==> src/rtl/alu_pkg.sv <==
// ============================================================================
// Module  : alu_pkg
// Brief   : ALU opcode encoding shared by the ALU and its decode stage.
// Revision: 1.0
// ============================================================================
`default_nettype none

package alu_pkg;

    localparam int ALU_OP_WIDTH = 5;

    // {branch, sub/arith, funct3} for register ops; {2'b11, funct3} for compares
    localparam logic [ALU_OP_WIDTH-1:0] ALU_ADD  = 5'b00000;
    localparam logic [ALU_OP_WIDTH-1:0] ALU_SLL  = 5'b00001;
    localparam logic [ALU_OP_WIDTH-1:0] ALU_SLT  = 5'b00010;
    localparam logic [ALU_OP_WIDTH-1:0] ALU_SLTU = 5'b00011;
    localparam logic [ALU_OP_WIDTH-1:0] ALU_XOR  = 5'b00100;
    localparam logic [ALU_OP_WIDTH-1:0] ALU_SRL  = 5'b00101;
    localparam logic [ALU_OP_WIDTH-1:0] ALU_OR   = 5'b00110;
    localparam logic [ALU_OP_WIDTH-1:0] ALU_AND  = 5'b00111;
    localparam logic [ALU_OP_WIDTH-1:0] ALU_SUB  = 5'b01000;
    localparam logic [ALU_OP_WIDTH-1:0] ALU_SRA  = 5'b01101;
    localparam logic [ALU_OP_WIDTH-1:0] ALU_BEQ  = 5'b11000;
    localparam logic [ALU_OP_WIDTH-1:0] ALU_BNE  = 5'b11001;
    localparam logic [ALU_OP_WIDTH-1:0] ALU_BLT  = 5'b11100;
    localparam logic [ALU_OP_WIDTH-1:0] ALU_BGE  = 5'b11101;
    localparam logic [ALU_OP_WIDTH-1:0] ALU_BLTU = 5'b11110;
    localparam logic [ALU_OP_WIDTH-1:0] ALU_BGEU = 5'b11111;

endpackage

`default_nettype wire

==> src/rtl/alu_op_decoder_pkg.sv <==
// ============================================================================
// Module  : alu_op_decoder_pkg
// Brief   : RV32I opcodes, operand-select enums and the decode bundle type.
// Revision: 1.0
// ============================================================================
`default_nettype none

package alu_op_decoder_pkg;

    import alu_pkg::*;

    localparam logic [6:0] OPCODE_LOAD   = 7'b0000011;
    localparam logic [6:0] OPCODE_OP_IMM = 7'b0010011;
    localparam logic [6:0] OPCODE_AUIPC  = 7'b0010111;
    localparam logic [6:0] OPCODE_STORE  = 7'b0100011;
    localparam logic [6:0] OPCODE_OP     = 7'b0110011;
    localparam logic [6:0] OPCODE_LUI    = 7'b0110111;
    localparam logic [6:0] OPCODE_BRANCH = 7'b1100011;
    localparam logic [6:0] OPCODE_JALR   = 7'b1100111;
    localparam logic [6:0] OPCODE_JAL    = 7'b1101111;

    typedef enum logic [1:0] {
        A_SEL_RS1  = 2'd0,
        A_SEL_PC   = 2'd1,
        A_SEL_ZERO = 2'd2
    } a_sel_e;

    typedef enum logic [1:0] {
        B_SEL_RS2  = 2'd0,
        B_SEL_IMM  = 2'd1,
        B_SEL_FOUR = 2'd2
    } b_sel_e;

    typedef struct packed {
        logic [ALU_OP_WIDTH-1:0] alu_op;
        a_sel_e                  a_sel;
        b_sel_e                  b_sel;
        logic [31:0]             imm;
        logic [4:0]              rs1;
        logic [4:0]              rs2;
        logic [4:0]              rd;
        logic                    gpr_we;
        logic                    branch;
        logic                    jump;
        logic                    mem_req;
        logic                    mem_we;
        logic                    illegal;
    } decode_t;

endpackage

`default_nettype wire

==> src/rtl/alu_op_decoder_comb.sv <==
// ============================================================================
// Module  : alu_op_decoder_comb
// Brief   : Purely combinational RV32I instruction to decode-bundle mapping.
// Revision: 1.0
// ============================================================================
`default_nettype none

module alu_op_decoder_comb
    import alu_pkg::*;
    import alu_op_decoder_pkg::*;
(
    input  logic [31:0] instr,
    output decode_t     dec
);

    logic [6:0]  w_opcode;
    logic [2:0]  w_f3;
    logic [6:0]  w_f7;
    logic [31:0] w_imm_i;
    logic [31:0] w_imm_s;
    logic [31:0] w_imm_b;
    logic [31:0] w_imm_u;
    logic [31:0] w_imm_j;

    assign w_opcode = instr[6:0];
    assign w_f3     = instr[14:12];
    assign w_f7     = instr[31:25];
    assign w_imm_i  = {{20{instr[31]}}, instr[31:20]};
    assign w_imm_s  = {{20{instr[31]}}, instr[31:25], instr[11:7]};
    assign w_imm_b  = {{19{instr[31]}}, instr[31], instr[7], instr[30:25], instr[11:8], 1'b0};
    assign w_imm_u  = {instr[31:12], 12'b0};
    assign w_imm_j  = {{11{instr[31]}}, instr[31], instr[19:12], instr[20], instr[30:21], 1'b0};

    always_comb begin
        dec        = '0;
        dec.alu_op = ALU_ADD;
        dec.rs1    = instr[19:15];
        dec.rs2    = instr[24:20];
        dec.rd     = instr[11:7];

        // Anything left unassigned below falls through to the illegal default.
        case (w_opcode)
            OPCODE_OP: begin
                if (w_f7 == 7'b0000000 ||
                    (w_f7 == 7'b0100000 && (w_f3 == 3'b000 || w_f3 == 3'b101))) begin
                    dec.alu_op = {1'b0, w_f7[5], w_f3};
                    dec.gpr_we = 1'b1;
                end else begin
                    dec.illegal = 1'b1;
                end
            end
            OPCODE_OP_IMM: begin
                if ((w_f3 == 3'b001 && w_f7 != 7'b0000000) ||
                    (w_f3 == 3'b101 && w_f7 != 7'b0000000 && w_f7 != 7'b0100000)) begin
                    dec.illegal = 1'b1;
                end else begin
                    dec.alu_op = {1'b0, w_f7[5] & (w_f3 == 3'b101), w_f3};
                    dec.b_sel  = B_SEL_IMM;
                    // Shifts carry only the shamt so funct7 does not leak into the amount
                    dec.imm    = (w_f3 == 3'b001 || w_f3 == 3'b101) ?
                                 {27'b0, instr[24:20]} : w_imm_i;
                    dec.gpr_we = 1'b1;
                end
            end
            OPCODE_BRANCH: begin
                if (w_f3 == 3'b010 || w_f3 == 3'b011) begin
                    dec.illegal = 1'b1;
                end else begin
                    dec.alu_op = {2'b11, w_f3};
                    dec.imm    = w_imm_b;
                    dec.branch = 1'b1;
                end
            end
            OPCODE_LUI: begin
                dec.a_sel  = A_SEL_ZERO;
                dec.b_sel  = B_SEL_IMM;
                dec.imm    = w_imm_u;
                dec.gpr_we = 1'b1;
            end
            OPCODE_AUIPC: begin
                dec.a_sel  = A_SEL_PC;
                dec.b_sel  = B_SEL_IMM;
                dec.imm    = w_imm_u;
                dec.gpr_we = 1'b1;
            end
            OPCODE_LOAD: begin
                if (w_f3 == 3'b011 || w_f3 == 3'b110 || w_f3 == 3'b111) begin
                    dec.illegal = 1'b1;
                end else begin
                    dec.b_sel   = B_SEL_IMM;
                    dec.imm     = w_imm_i;
                    dec.gpr_we  = 1'b1;
                    dec.mem_req = 1'b1;
                end
            end
            OPCODE_STORE: begin
                if (w_f3[2] || w_f3 == 3'b011) begin
                    dec.illegal = 1'b1;
                end else begin
                    dec.b_sel   = B_SEL_IMM;
                    dec.imm     = w_imm_s;
                    dec.mem_req = 1'b1;
                    dec.mem_we  = 1'b1;
                end
            end
            OPCODE_JAL: begin
                dec.a_sel  = A_SEL_PC;
                dec.b_sel  = B_SEL_FOUR;
                dec.imm    = w_imm_j;
                dec.gpr_we = 1'b1;
                dec.jump   = 1'b1;
            end
            OPCODE_JALR: begin
                if (w_f3 != 3'b000) begin
                    dec.illegal = 1'b1;
                end else begin
                    dec.a_sel  = A_SEL_PC;
                    dec.b_sel  = B_SEL_FOUR;
                    dec.imm    = w_imm_i;
                    dec.gpr_we = 1'b1;
                    dec.jump   = 1'b1;
                end
            end
            default: begin
                dec.illegal = 1'b1;
            end
        endcase
    end

endmodule

`default_nettype wire

==> src/rtl/alu_op_decoder.sv <==
// ============================================================================
// Module  : alu_op_decoder
// Brief   : Registered RV32I decode stage with 2-entry skid buffer and
//           saturating illegal-instruction counter.
// Revision: 1.0
// ============================================================================
`default_nettype none

module alu_op_decoder
    import alu_pkg::*;
    import alu_op_decoder_pkg::*;
#(
    parameter int XLEN          = 32,
    parameter int ILLEGAL_CNT_W = 16
) (
    input  logic                     clk_i,
    input  logic                     rst_ni,
    input  logic                     flush_i,
    input  logic                     in_valid_i,
    output logic                     in_ready_o,
    input  logic [31:0]              instr_i,
    input  logic [XLEN-1:0]          pc_i,
    output logic                     out_valid_o,
    input  logic                     out_ready_i,
    output logic [ALU_OP_WIDTH-1:0]  alu_op_o,
    output logic [1:0]               a_sel_o,
    output logic [1:0]               b_sel_o,
    output logic [XLEN-1:0]          imm_o,
    output logic [4:0]               rs1_o,
    output logic [4:0]               rs2_o,
    output logic [4:0]               rd_o,
    output logic                     gpr_we_o,
    output logic                     branch_o,
    output logic                     jump_o,
    output logic                     mem_req_o,
    output logic                     mem_we_o,
    output logic                     illegal_o,
    output logic [XLEN-1:0]          pc_o,
    output logic [ILLEGAL_CNT_W-1:0] illegal_cnt_o
);

    decode_t                  w_dec;
    logic                     w_accept;
    logic                     w_drain;

    decode_t                  r_out;
    logic [XLEN-1:0]          r_out_pc;
    logic                     r_out_valid;
    decode_t                  r_skid;
    logic [XLEN-1:0]          r_skid_pc;
    logic                     r_skid_valid;
    logic                     r_in_ready;
    logic [ILLEGAL_CNT_W-1:0] r_illegal_cnt;

    alu_op_decoder_comb u_comb (
        .instr (instr_i),
        .dec   (w_dec)
    );

    assign w_accept = in_valid_i && r_in_ready;
    assign w_drain  = !r_out_valid || out_ready_i;

    always_ff @(posedge clk_i or negedge rst_ni) begin
        if (!rst_ni) begin
            r_out        <= '0;
            r_out_pc     <= '0;
            r_out_valid  <= 1'b0;
            r_skid       <= '0;
            r_skid_pc    <= '0;
            r_skid_valid <= 1'b0;
            r_in_ready   <= 1'b1;
        end else if (flush_i) begin
            r_out_valid  <= 1'b0;
            r_skid_valid <= 1'b0;
            r_in_ready   <= 1'b1;
        end else if (w_drain) begin
            if (r_skid_valid) begin
                // Oldest entry lives in the skid; it moves up before any new accept.
                r_out        <= r_skid;
                r_out_pc     <= r_skid_pc;
                r_out_valid  <= 1'b1;
                r_skid_valid <= w_accept;
                r_in_ready   <= !w_accept;
                if (w_accept) begin
                    r_skid    <= w_dec;
                    r_skid_pc <= pc_i;
                end
            end else begin
                r_out_valid <= w_accept;
                r_in_ready  <= 1'b1;
                if (w_accept) begin
                    r_out    <= w_dec;
                    r_out_pc <= pc_i;
                end
            end
        end else if (w_accept) begin
            r_skid       <= w_dec;
            r_skid_pc    <= pc_i;
            r_skid_valid <= 1'b1;
            r_in_ready   <= 1'b0;
        end
    end

    always_ff @(posedge clk_i or negedge rst_ni) begin
        if (!rst_ni) begin
            r_illegal_cnt <= '0;
        end else if (r_out_valid && out_ready_i && r_out.illegal && (r_illegal_cnt != '1)) begin
            r_illegal_cnt <= r_illegal_cnt + 1'b1;
        end
    end

    generate
        if (XLEN > 32) begin : g_imm_sext
            assign imm_o = {{(XLEN-32){r_out.imm[31]}}, r_out.imm};
        end else begin : g_imm_trunc
            assign imm_o = r_out.imm[XLEN-1:0];
        end
    endgenerate

    assign in_ready_o    = r_in_ready;
    assign out_valid_o   = r_out_valid;
    assign alu_op_o      = r_out.alu_op;
    assign a_sel_o       = r_out.a_sel;
    assign b_sel_o       = r_out.b_sel;
    assign rs1_o         = r_out.rs1;
    assign rs2_o         = r_out.rs2;
    assign rd_o          = r_out.rd;
    assign gpr_we_o      = r_out.gpr_we;
    assign branch_o      = r_out.branch;
    assign jump_o        = r_out.jump;
    assign mem_req_o     = r_out.mem_req;
    assign mem_we_o      = r_out.mem_we;
    assign illegal_o     = r_out.illegal;
    assign pc_o          = r_out_pc;
    assign illegal_cnt_o = r_illegal_cnt;

endmodule

`default_nettype wire

==> config.mk <==
export PLATFORM = sky130hd
export DESIGN_NAME = alu_op_decoder
export DESIGN_NICKNAME = d
export VERILOG_FILES = /design/src/rtl/alu_pkg.sv /design/src/rtl/alu_op_decoder_pkg.sv /design/src/rtl/alu_op_decoder_comb.sv /design/src/rtl/alu_op_decoder.sv
export SDC_FILE = /design/constraint.sdc
export NUM_CORES = 1
export LEC_CHECK = 0
export BUFFER_PORTS_ARGS = -buffer_cell sky130_fd_sc_hd__clkbuf_2
export CAP_MARGIN = 20
export CELL_PAD_IN_SITES_DETAIL_PLACEMENT = 0
export CELL_PAD_IN_SITES_GLOBAL_PLACEMENT = 1
export CORE_MARGIN = 5
export CORE_UTILIZATION = 40
export CTS_CLUSTER_DIAMETER = 100
export CTS_CLUSTER_SIZE = 40
export DETAILED_ROUTE_END_ITERATION = 7
export PLACE_DENSITY = 0.85
export SLEW_MARGIN = 20
export SYNTH_ARGS = -nofsm -noshare
export SYNTH_HDL_FRONTEND = slang
export SYNTH_HIERARCHICAL = 1
export SYNTH_SLANG_ARGS = --single-unit
==> constraint.sdc <==
create_clock -name clk_i -period 1.84 [get_ports clk_i]
set_clock_uncertainty 0.15 [all_clocks]
set_input_delay 0.368 -clock clk_i [delete_from_list [all_inputs] [get_ports clk_i]]
set_output_delay 0.368 -clock clk_i [all_outputs]
set_load 0.1 [all_outputs]
# Yosys cells after proc, flatten, opt, wreduce, memory -nomap -nowiden
# Cells that the tools add are included.
[totals] register_bits=207 latchBits=0 ramBits=0 rom_bits=0 output_inout_bits=112 elab_cells=137 mem_count=0
[op_classes] n_addsub=1 mul=0 div_mod_pow=0 magnitude_cmp=0 n_eq_ne=19 shifts=0 muxes=52 bitwise_logic=2 reduce_logical=31
[op_table] cell="$mux W62" count=5
[op_table] cell="$mux W32" count=7
[op_table] cell="$pmux W32 S7" count=1
[op_table] cell="$mux W33" count=3
[op_table] cell="$mux W35" count=1
[op_table] cell="$eq A7 B6 Y1 const B" count=4
[op_table] cell="$mux W1" count=24
[op_table] cell="$eq A7 B7 Y1 const B" count=3
[op_table] cell="$add A16 B1 Y16 const B" count=1
[op_table] cell="$ne A16 B16 Y1 const B" count=1
[op_table] cell="$pmux W5 S3" count=1
[op_table] cell="$eq A7 B5 Y1 const B" count=2
[op_table] cell="$pmux W2 S6" count=1
[op_table] cell="$eq A3 B3 Y1 const B" count=3
[op_table] cell="$logic_or A1 B1 Y1" count=9
[op_table] cell="$logic_and A1 B1 Y1" count=8
[op_table] cell="$mux W4" count=2
[op_table] cell="$eq A7 B2 Y1 const B" count=1
[op_table] cell="$logic_not A7 Y1" count=1
[op_table] cell="$ne A7 B6 Y1 const B" count=1
[op_table] cell="$pmux W1 S7" count=1
[op_table] cell="$reduce_bool A7 Y1" count=1
[op_table] cell="$eq A3 B2 Y1 const B" count=2
[op_table] cell="$pmux W2 S3" count=1
[op_table] cell="other kinds (16)" count=21

# Depth between registers and ports, before layout
[depth] ltp_word=9 mapped_depth=11 ltp_nobuf=9

# Cells and area by module
# Netlist, hierarchy kept.
[by_module_without_submodules] module="alu_op_decoder" n_inst=1 cells_per_inst=687 area_each_um2=8727.1 seq_area_each_um2=5181.2
[by_module_without_submodules] module="alu_op_decoder_comb" n_inst=1 cells_per_inst=151 area_each_um2=1018.5 seq_area_each_um2=0.0

# Worst setup path after synthesis
# OpenSTA, ideal clock, no wires.
[synth_path] kind="reg-to-reg" start="register r_illegal_cnt[0], in the netlist illegal_cnt_o[0]" end="register r_illegal_cnt[1], in the netlist illegal_cnt_o[1]" t_arrival_ns=2.202 path_slack_ns=-0.639 path_stages_with_launch=6 synth_period_minus_slack_ns=2.479 path_cell_list="dfrtp_1 > ha_1 > nand3_1 > nor4_4 > nor2_2 > mux2_4"
[synth_via] elab_chain_len=2 elab_cells_between_ends=3
[synth_lines] element="start: declaration" line_no="alu_op_decoder.sv:53" text="logic [ILLEGAL_CNT_W-1:0] r_illegal_cnt;"
[synth_lines] element="start signal: assignment" line_no="alu_op_decoder.sv:108" text="r_illegal_cnt <= r_illegal_cnt + 1'b1;"
[synth_lines] element="branches (longest 2 deep; another with $add A16 B1 Y16)"
# Parallel ways; which one is timed is not known.
# A chain may end at the register's enable or synchronous reset.

# Final worst setup path
[layout_path] start="register r_in_ready, in the netlist in_ready_o" end="register r_skid_pc[22]"
[layout_via] elab_chain_len=4
[layout_lines] element="start: declaration" line_no="alu_op_decoder.sv:52" text="logic r_in_ready;"
[layout_lines] element="start signal: assignment" line_no="alu_op_decoder.sv:83" text="r_in_ready <= !w_accept;"
[layout_lines] element="$logic_and A1 B1 Y1 *" line_no="alu_op_decoder.sv:60" text="assign w_accept = in_valid_i && r_in_ready;"
[layout_lines] element="$mux W32 *"
[layout_lines] element="$mux W32"
[layout_lines] element="$mux W32 *"
[layout_lines] element="end signal: assignment" line_no="alu_op_decoder.sv:86" text="r_skid_pc <= pc_i;"
[layout_lines] element="end signal: assignment" line_no="alu_op_decoder.sv:98" text="r_skid_pc <= pc_i;"
[layout_lines] element="end: declaration" line_no="alu_op_decoder.sv:50" text="logic [XLEN-1:0] r_skid_pc;"
# Mark *: on every way between the ends. The rest lies on a longest branch, timed or not. The select of a mux whose other input is x is not followed.

==> impl_metrics.json <==
{
  "startpoint_type": "flop",
  "p_per_area_mw_per_mm2": 1050,
  "ys.flop_type": "dfrtp_1",
  "cp-end-kind": "flop",
  "place_ws_ns": -0.529,
  "drv_slew": 0,
  "slew_headroom_pct": 49.3,
  "dpl.hpwl_microns": 17200,
  "violations": "negative setup slack",
  "post_synth_and_or_nand_nor_area_fraction_pct": 10.1,
  "critPathKind": "flop to flop",
  "syn_nets": 908,
  "r2r_setup_slack_ns": -0.20,
  "crit_end": "r_skid_pc[22]",
  "grt_pass1_vias": 7712,
  "synth_top_family_by_area": "multiplexers",
  "critPathLaunch": "in_ready_o",
  "rsz0062_at_grt": "yes",
  "synth_xor_area_share_pct": 1.44,
  "crit_arrival_ns": 2.26,
  "synth.area.mux_share_pct": 20.8,
  "p_total_mw": 14.8,
  "cp_max_fo": 17,
  "route.detailed.drc": 0,
  "ff2ff_path_depth": 6,
  "place_congestion": 0.843,
  "fin_crit_ns": 2.04,
  "final_util_pct": 58.3,
  "grt_pass1_wl_microns": 43600,
  "gr-total-overflow": 0,
  "grt_max_degree": 56,
  "status": "finished, violations left",
  "grt_usage_pct": 19.0,
  "wl_microns": 28900,
  "synth_top_cell_by_area": "dfrtp_1",
  "yosys-top-cells-area": "dfrtp_1 (53%), mux2i_1 (9.8%), mux2_1 (6.9%)",
  "yosysSeqAreaShare_pct": 53.2,
  "yosys_warnings": 6,
  "die_x_microns": 166,
  "diodes": 0,
  "placementRows": 57,
  "pin_count": 181,
  "layout.cells.non_filler": 1482,
  "post_drt_via_cell_ratio": 5.16,
  "yosysUniqueCellTypes": 62,
  "clkSinkCount": 207,
  "cts_tree": "done",
  "path_clk_slew_ns": 0.14,
  "postSynthAreaPerCell_sq_um": 11.6,
  "clockRootBuffer": "clkbuf_16",
  "routedWlPerCell_microns": 19.5,
  "drv_cap": 0,
  "hold_depth": 2,
  "synthAdderAreaFrac_pct": 0.128,
  "fmax_mhz": 491,
  "r2r_end": "r_skid_pc[22]",
  "synth_top_cell_area_share_pct": 52.9,
  "synth_compound_area_share_pct": 9.31,
  "synth_common_cells": "dfrtp_1 (206), nor2_1 (114), a21oi_1 (101)",
  "min_period_over_period_pct": 111,
  "r2r-start": "in_ready_o",
  "fillerInstances": 1952,
  "nNetsFinal": 1224,
  "synthCells": 838,
  "setup_viol": 196,
  "cts_buffers": 11,
  "hp-class": "primary input to flop",
  "clk_path_buf_depth": 3,
  "synth_area_sq_mm": 0.00975,
  "ys_async_sr_fraction_pct": 100,
  "dp.cells": 1375,
  "power.leakage_nw": 6.34,
  "vias": 7645,
  "die_h_microns": 166,
  "worst_pin_slew_ns": 0.760,
  "drive_gt1_share_pct": 39.7,
  "cts_max_level": 1,
  "final_antenna_net_count": 0,
  "finalWorstSetupSlack_ns": -0.197,
  "cp.required_ns": 2.06,
  "antenna_found_initial": 0,
  "peakVddDrop_mv": 0.929,
  "area_growth_pct": 44.5,
  "first_pass_iters": 5,
  "ys_seq_elements": 207,
  "fp.coreArea_sq_mm": 0.0242,
  "synth_most_common_cell": "dfrtp_1",
  "die_area_sq_mm": 0.0276,
  "hold_viol": 0,
  "port_buffers": 180,
  "first_iter_violations": 436,
  "start_util_pct": 40.3,
  "clock_latency_ns": 0.49,
  "synth-edff-count": 0
}
## sequential cells by signal, indices dropped and copies added, names as in the netlist
name and cells:
pc_o 32, r_skid 62, rs1_o 5, illegal_cnt_o 16, gpr_we_o 1, r_skid_valid 1, alu_op_o 5, b_sel_o 2
out_valid_o 1, rd_o 5, rs2_o 5, imm_o 32, illegal_o 1, a_sel_o 2, in_ready_o 1, mem_we_o 1
jump_o 1, branch_o 1, mem_req_o 1, r_skid_pc 32
## layout by cell type (no fill, tap or decap), drive strengths merged, types with 2 or more instances in the layout
| cell type | instances |
|---|---|
| a2111oi | 2 |
| a21o | 16 |
| a21oi | 102 |
| a31oi | 2 |
| and2 | 2 |
| and2b | 2 |
| buf | 150 |
| bufbuf | 4 |
| clkbuf | 185 |
| clkinv | 3 |
| dfrtp | 206 |
| dlygate4sd3 | 40 |
| inv | 16 |
| mux2 | 95 |
| mux2i | 95 |
| nand2 | 14 |
| nand2b | 8 |
| nand3 | 11 |
| nand4 | 4 |
| nor2 | 116 |
| nor2b | 9 |
| nor3 | 10 |
| nor3b | 3 |
| nor4 | 3 |
| o21a | 3 |
| o21ai | 10 |
| o22ai | 7 |
| o31ai | 2 |
| or2 | 6 |
| or3 | 2 |
| xnor2 | 9 |
| xor2 | 7 |
## metal layers
| layer | global-route usage (%) | wire (microns) | up-vias |
|---|---|---|---|
| met2 | 31.7 | 13900 | 216 |
| li1 | - | - | 3542 |
| met4 | 2.58 | 398 | 0 |
| met1 | 26.5 | 13000 | 3862 |
| met3 | 4.00 | 1580 | 25 |
| met5 | 0 | 0 | - |
## where the power goes
part	internal [mW]	switching, mW
clock network	1.22	1.73
logic	1.68	4.35
registers	5.35	0.508
## cell type report
type	count	area [sq um]	share of cell area, %
multi-input cells	553	4350	30.9
clock buffers	11	275	1.95
repair buffers	368	3650	25.9
flip-flops and latches	207	5250	37.3
well taps	324	405	2.88
inverters	13	48.8	0.346
clock inverters	6	100	0.711
## metrics by stage
step / cell area (sq um) / TNS (ns) / hold slack (ns)
floorplan: 9960 / -42.41 / -0.0776
global placement: 11800 / -34.94 / 0.114
finish: 14100 / -26.45 / 0.00146
detailed placement: 11800 / -36.83 / 0.118
global route: 14100 / -41.59 / 0.0113
CTS: 13500 / -25.10 / 0.00259
## worst min path at each step
stage / end / slack [ns] / from
2_1_floorplan: a_sel_o[0] / -0.08 / rst_ni
3_3_place_gp: r_skid_pc[23] / 0.11 / rst_ni
3_5_place_dp: pc_o[23] / 0.12 / rst_ni
4_1_cts: r_skid[19] / 0.003 / instr_i[18]
5_1_grt: r_skid[19] / 0.01 / instr_i[18]
6_report: r_skid[19] / 0.001 / instr_i[18]
## critical path: stages, from the launching register on
cell	delay (ns)
dfstp_4	0.64
and2_4	0.16
nor3b_4	0.18
buf_6	0.15
buf_4	0.14
buf_12	0.16
mux2_1	0.33
## timing repair
action,in CTS,in global routing
buffers inserted,14,10
pin swaps,2,5
gates resized for setup,127,56
gates cloned,15,13
endpoints found under the hold margin,245,1
setup endpoints to repair,253,235
hold buffers,39,1
## cells by family (layout without fill, tap and decap cells)
family,Yosys count,count (layout)
XOR/XNOR,16,16
buffers and inverters,78,398
AND/OR/NAND/NOR,195,195
flip-flops,207,207
multiplexers,190,190
adder cells (fa/ha/maj),1,1
AO/OA/AOI/OAI,151,151
(Power assumes the default switching activity.)
